$ cat src/rtl/ray_column_issuer_pkg.sv
// Shared types and default frame geometry for the ray-casting pipeline
// (column issuer, ray_calculations, dda).
package ray_column_issuer_pkg;

    localparam int SCREEN_WIDTH_DEF = 320;
    localparam int HCOUNT_W_DEF     = 9;

    typedef enum logic {
        IDLE,
        ISSUE
    } issuer_state_t;

endpackage

$ cat src/rtl/ray_column_issuer_pose_reg.sv
// Six-field camera pose snapshot, loaded once per frame and held for the
// whole column pass.
module issuer_pose_reg #(
    parameter int POSE_W = 16
) (
    input  logic              clk_pixel,
    input  logic              rst,
    input  logic              load,
    input  logic [POSE_W-1:0] pos_x,
    input  logic [POSE_W-1:0] pos_y,
    input  logic [POSE_W-1:0] dir_x,
    input  logic [POSE_W-1:0] dir_y,
    input  logic [POSE_W-1:0] plane_x,
    input  logic [POSE_W-1:0] plane_y,
    output logic [POSE_W-1:0] pos_x_q,
    output logic [POSE_W-1:0] pos_y_q,
    output logic [POSE_W-1:0] dir_x_q,
    output logic [POSE_W-1:0] dir_y_q,
    output logic [POSE_W-1:0] plane_x_q,
    output logic [POSE_W-1:0] plane_y_q
);

    always_ff @(posedge clk_pixel or posedge rst) begin
        if (rst) begin
            pos_x_q   <= '0;
            pos_y_q   <= '0;
            dir_x_q   <= '0;
            dir_y_q   <= '0;
            plane_x_q <= '0;
            plane_y_q <= '0;
        end else if (load) begin
            pos_x_q   <= pos_x;
            pos_y_q   <= pos_y;
            dir_x_q   <= dir_x;
            dir_y_q   <= dir_y;
            plane_x_q <= plane_x;
            plane_y_q <= plane_y;
        end
    end

endmodule

$ cat src/rtl/ray_column_issuer.sv
// Issues one AXI-stream-style beat per screen column each frame, interleaved
// by STRIDE, carrying a pose snapshot that is frozen for the pass.
module ray_column_issuer
    import ray_column_issuer_pkg::*;
#(
    parameter int SCREEN_WIDTH = SCREEN_WIDTH_DEF,
    parameter int HCOUNT_W     = HCOUNT_W_DEF,
    parameter int POSE_W       = 16,
    parameter int STRIDE       = 1
) (
    input  logic                pixel_clk_in,
    input  logic                rst_in,
    input  logic                frame_start_in,
    input  logic                pose_valid_in,
    input  logic [POSE_W-1:0]   posX_in,
    input  logic [POSE_W-1:0]   posY_in,
    input  logic [POSE_W-1:0]   dirX_in,
    input  logic [POSE_W-1:0]   dirY_in,
    input  logic [POSE_W-1:0]   planeX_in,
    input  logic [POSE_W-1:0]   planeY_in,
    input  logic                ray_tready_in,
    output logic                ray_tvalid_out,
    output logic [HCOUNT_W-1:0] hcount_out,
    output logic [POSE_W-1:0]   posX_out,
    output logic [POSE_W-1:0]   posY_out,
    output logic [POSE_W-1:0]   dirX_out,
    output logic [POSE_W-1:0]   dirY_out,
    output logic [POSE_W-1:0]   planeX_out,
    output logic [POSE_W-1:0]   planeY_out,
    output logic                ray_tlast_out,
    output logic                busy_out,
    output logic                overrun_out,
    output logic [7:0]          frames_dropped_out
);

    // One spare bit so idx + STRIDE past the counter range never aliases back in range.
    localparam int COL_W = HCOUNT_W + 1;

    issuer_state_t       state;
    logic [HCOUNT_W-1:0] phase;
    logic [HCOUNT_W-1:0] next_phase;
    logic [COL_W-1:0]    next_col;
    logic                pose_load;

    function automatic logic is_last(input logic [HCOUNT_W-1:0] idx);
        return ({1'b0, idx} + COL_W'(STRIDE)) >= COL_W'(SCREEN_WIDTH);
    endfunction

    assign next_col   = {1'b0, hcount_out} + COL_W'(STRIDE);
    assign next_phase = (phase == HCOUNT_W'(STRIDE - 1)) ? '0 : phase + HCOUNT_W'(1);
    assign pose_load  = (state == IDLE) && frame_start_in && pose_valid_in;
    assign busy_out   = (state == ISSUE);

    // NOTE: sequential state uses non-blocking assignments so every register
    // samples pre-edge values regardless of statement order in the block.
    always_ff @(posedge pixel_clk_in or posedge rst_in) begin
        if (rst_in) begin
            state              <= IDLE;
            ray_tvalid_out     <= 1'b0;
            ray_tlast_out      <= 1'b0;
            hcount_out         <= '0;
            overrun_out        <= 1'b0;
            frames_dropped_out <= 8'd0;
            phase              <= '0;
        end else begin
            overrun_out <= 1'b0;
            case (state)
                IDLE: begin
                    if (frame_start_in) begin
                        state          <= ISSUE;
                        ray_tvalid_out <= 1'b1;
                        hcount_out     <= phase;
                        ray_tlast_out  <= is_last(phase);
                    end
                end
                ISSUE: begin
                    // A frame start while busy is dropped, even on the tlast beat.
                    if (frame_start_in) begin
                        overrun_out <= 1'b1;
                        if (frames_dropped_out != 8'hFF)
                            frames_dropped_out <= frames_dropped_out + 8'd1;
                    end
                    if (ray_tready_in) begin
                        if (ray_tlast_out) begin
                            state          <= IDLE;
                            ray_tvalid_out <= 1'b0;
                            ray_tlast_out  <= 1'b0;
                            phase          <= next_phase;
                        end else begin
                            hcount_out    <= next_col[HCOUNT_W-1:0];
                            ray_tlast_out <= is_last(next_col[HCOUNT_W-1:0]);
                        end
                    end
                end
                default: state <= IDLE;
            endcase
        end
    end

    issuer_pose_reg #(
        .POSE_W (POSE_W)
    ) u_pose_reg (
        .clk_pixel (pixel_clk_in),
        .rst       (rst_in),
        .load      (pose_load),
        .pos_x     (posX_in),
        .pos_y     (posY_in),
        .dir_x     (dirX_in),
        .dir_y     (dirY_in),
        .plane_x   (planeX_in),
        .plane_y   (planeY_in),
        .pos_x_q   (posX_out),
        .pos_y_q   (posY_out),
        .dir_x_q   (dirX_out),
        .dir_y_q   (dirY_out),
        .plane_x_q (planeX_out),
        .plane_y_q (planeY_out)
    );

endmodule

$ cat config.mk
export PLATFORM = sky130hd
export DESIGN_NAME = ray_column_issuer
export DESIGN_NICKNAME = d
export VERILOG_FILES = /design/src/rtl/ray_column_issuer_pkg.sv /design/src/rtl/ray_column_issuer_pose_reg.sv /design/src/rtl/ray_column_issuer.sv
export SDC_FILE = /design/constraint.sdc
export NUM_CORES = 1
export LEC_CHECK = 0
export BUFFER_PORTS_ARGS = -buffer_cell sky130_fd_sc_hd__buf_2
export CAP_MARGIN = 0
export CORE_MARGIN = 2
export CORE_UTILIZATION = 44
export CTS_CLUSTER_DIAMETER = 30
export CTS_CLUSTER_SIZE = 20
export DETAILED_ROUTE_END_ITERATION = 10
export PLACE_DENSITY_LB_ADDON = 0.1
export SLEW_MARGIN = 10
export SYNTH_ARGS = -nofsm -noshare
export SYNTH_HDL_FRONTEND = slang
export SYNTH_SLANG_ARGS = --single-unit
$ cat constraint.sdc
create_clock -name pixel_clk_in -period 4.1 [get_ports pixel_clk_in]
set_clock_uncertainty 0.2 [all_clocks]
set_input_delay 0.82 -clock pixel_clk_in [delete_from_list [all_inputs] [get_ports pixel_clk_in]]
set_output_delay 0.82 -clock pixel_clk_in [all_outputs]
set_load 0.005 [all_outputs]
==> summary.txt <==
STA
  • Tcrit/Tclk final: 0.660
  • Slew HR: 0.481
  • Slew @ Worst Pin: slightly below 800 ps
  • Final worst slack: between 1000 and 1500 ps
  • Final Setup Violations: 0
  • Peak Freq: approximately 0.37 GHz
  • Slew Viols, Final: 0
  • Total negative slack: 0 ps
  • Min Tclk post-route: about 2700 ps
  • RSZ-0062 raised after global routing: false
  • Fin. Hold Viols: 0

Yosys
  • Post-synth ARST share: 1.00
  • Main flop type after synthesis: dfrtp_1
  • Mapped Cells: approximately 400
  • Count of state elements after synthesis: 126
  • Syn. warnings: 0
  • Syn_nets: approximately 510
  • Post-Syn Area: around 5400 µm²
  • Synth unique cells: 48
  • Post-synth top area cell: dfrtp_1
  • Part of the Yosys area used for sequential elements: 0.589
  • Main area contributors after synthesis: dfrtp_1 (59%), mux2_2 (20%), nand2_1 (1.8%)
  • Number of flops mapped to enable cells by yosys: 0
  • Avg Synthesized Cell Area: between 10 and 15 µm²
  • Share of the synthesized area in the top cell type: 0.589

Placement
  • Placer Congestion: 0.842
  • I/O Buffers: between 200 and 250
  • DP Wirelength: approximately 9.0 mm
  • Setup Slack @ Placement: between 1000 and 1500 ps

CTS
  • H-tree depth: 4
  • Post-CTS Setup Inserts: 0
  • Clock sinks: 126
  • Worst-skew pair later-pin latency: 410 ps
  • Post-CTS resize count: 0
  • Worst-path clk slew: 50 ps
  • Num CTS Buffers: 17
  • CTS tree: built
  • Root Buffer: clkbuf_16
  • # hold bufs at CTS: 0
  • CTS max path bufs: 2

Global routing
  • Gr usage total: 0.197
  • Final global-route overflow total: 0
  • Pin count of the biggest net entering global routing: between 50 and 60
  • Initial antenna violation count: 0
  • Global-route wire length before repair: roughly 20 mm
  • Vias in the first global route: a little under 4000

Worst setup path
  • Crit path kind: reg -> reg
  • CP Launch Type: flop
  • Critical path data required time: 4180 ps
  • WP data arrival: 2790 ps
  • Crit path capture type: flop
  • Reg2Reg Setup Slack: about 1400 ps
  • Max FO, Critical Path: 49

Layout
  • Final nets: ~730
  • Layout area overhead: 32.9%
  • Storage cell area: about 3200 µm²
  • Final design utilization: 0.595
  • Ant. Diodes: 0
  • Fillers: ~1000
  • Area of the multi-input gates: around 2100 µm²
  • Share of layout cells above drive strength 1: 0.560

Routing
  • # DRC: 0
  • Drt wl/cell: approximately 16 µm
  • Via count: roughly 4000
  • First-pass DRT Iterations: 4
  • Initial DRC count: around 240
  • Avg Vias per Cell: around 5.1
  • ANT nets after route: 0
  • Final WL: around 13 mm

Floorplanning
  • IO Pins: roughly 220
  • CORE AREA: around 12000 µm²
  • Die area: approximately 13000 µm²
  • Core Rows: 40
  • Vert. Die Dim: about 110 µm
  • Starting Density: 0.448
  • Width of the chip: 114 µm

Power
  • Pwr/cell area: ~760 nW/µm²
  • Leakage: about 0.0036 µW
  • Worst vdd ir: about 0.37 mV

Run
  • Maximum Capacitance Violations: 0

Worst hold path
  • Hold crit path type: reg -> reg

Status
  • Outcome: finished, final reports clean
## layout by cell type (no fill, tap or decap), drive strengths merged, types with 2 or more instances in the layout
cell type	instances
nand3	8
and4	2
dfrtp	126
clkinv	4
a311o	2
nand2	26
a31oi	3
mux2	97
a21oi	15
nand2b	2
nor2	17
and3	7
o22ai	2
nand4	6
a221oi	2
a41oi	2
o21ai	13
clkinvlp	2
ha	7
buf	220
clkbuf	25
xor2	5
nor3	2
xnor2	9
nor4	2
a211oi	3
inv	6
## cell type report
cell class / count / share of cell area
clock buffer: 25 / 0.0710
clock inverter: 6 / 0.00809
inverter: 7 / 0.00422
multi-input combinational: 248 / 0.289
sequential: 126 / 0.443
tap: 147 / 0.0258
timing repair buffer: 220 / 0.159
## power by group
part           switching (µW)  internal, µW
combinational             764           993
sequential                419          1830
clock                     506           906
total                    1690          3730
## cell families (layout without fill, tap and decap cells)
logic type,Yosys count,count (layout),synth area share
compound gates,52,52,0.0652
fa+ha+maj,7,7,0.0164
flops,126,126,0.589
xor+xnor,14,14,0.0229
simple gates,78,78,0.0736
buf+inv,27,258,0.0290
mux,97,97,0.204
## final timing paths
kind                                            start                       to  cells past startpoint
worst max-delay path                         busy_out   u_pose_reg.dir_x_q[14]                      4
max in group asynchronous                      rst_in  u_pose_reg.plane_x_q[7]                      3
worst max register to register               busy_out   u_pose_reg.dir_x_q[14]                      4
worst min-delay path            u_pose_reg.dir_y_q[3]    u_pose_reg.dir_y_q[3]                      1
worst min register to register  u_pose_reg.dir_y_q[3]    u_pose_reg.dir_y_q[3]                      1
min in group asynchronous                      rst_in            hcount_out[0]                      2
## synthesized netlist by cell type, types with 2 or more instances
master,instances
buf_2,7
nand3_1,7
a211oi_1,3
ha_1,7
inv_1,7
clkbuf_1,6
nand2b_1,2
buf_6,5
a221oi_1,2
buf_4,2
o22ai_1,2
nor2_1,17
nand4_1,6
dfrtp_1,126
a31oi_1,3
nor3_1,2
and3_1,6
xor2_1,5
a311o_1,2
a21oi_1,15
xnor2_1,9
mux2_2,97
o21ai_0,13
nor4_1,2
nand2_1,25
## flip-flops by register name (all words and copies together), names as in the netlist, 9 cells and up
name	flops
hcount_out	9
u_pose_reg.pos_y_q	16
u_pose_reg.dir_y_q	16
u_pose_reg.plane_x_q	16
u_pose_reg.dir_x_q	16
phase	9
u_pose_reg.plane_y_q	16
u_pose_reg.pos_x_q	16
## critical path, stage by stage (launching register included)
cell and delay [ps]:
dfrtp_1 840, nor2b_1 230, nand2_4 560, buf_12 340, mux2_2 380
## stage by stage
step | cell area [µm²] | total power, µW | std cells | hold slack, ps
after floorplan | 5360 | 3210 | 401 | 270
after global placement | 6550 | 3980 | 748 | 273
after detailed placement | 6550 | 4050 | 748 | 287
after CTS | 7120 | 5490 | 779 | 298
after global routing | 7120 | 5810 | 779 | 304
final | 7120 | 5420 | 779 | 295
## metal layers
| layer | up-vias | global-route usage | part of all wire |
|---|---|---|---|
| met5 | - | 0 | 0 |
| met4 | 0 | 0.0789 | 0.019 |
| met3 | 19 | 0.0699 | 0.070 |
| met2 | 166 | 0.319 | 0.50 |
| met1 | 1903 | 0.242 | 0.41 |
| li1 | 1870 | - | - |
Power figures use the tool's default switching activity.
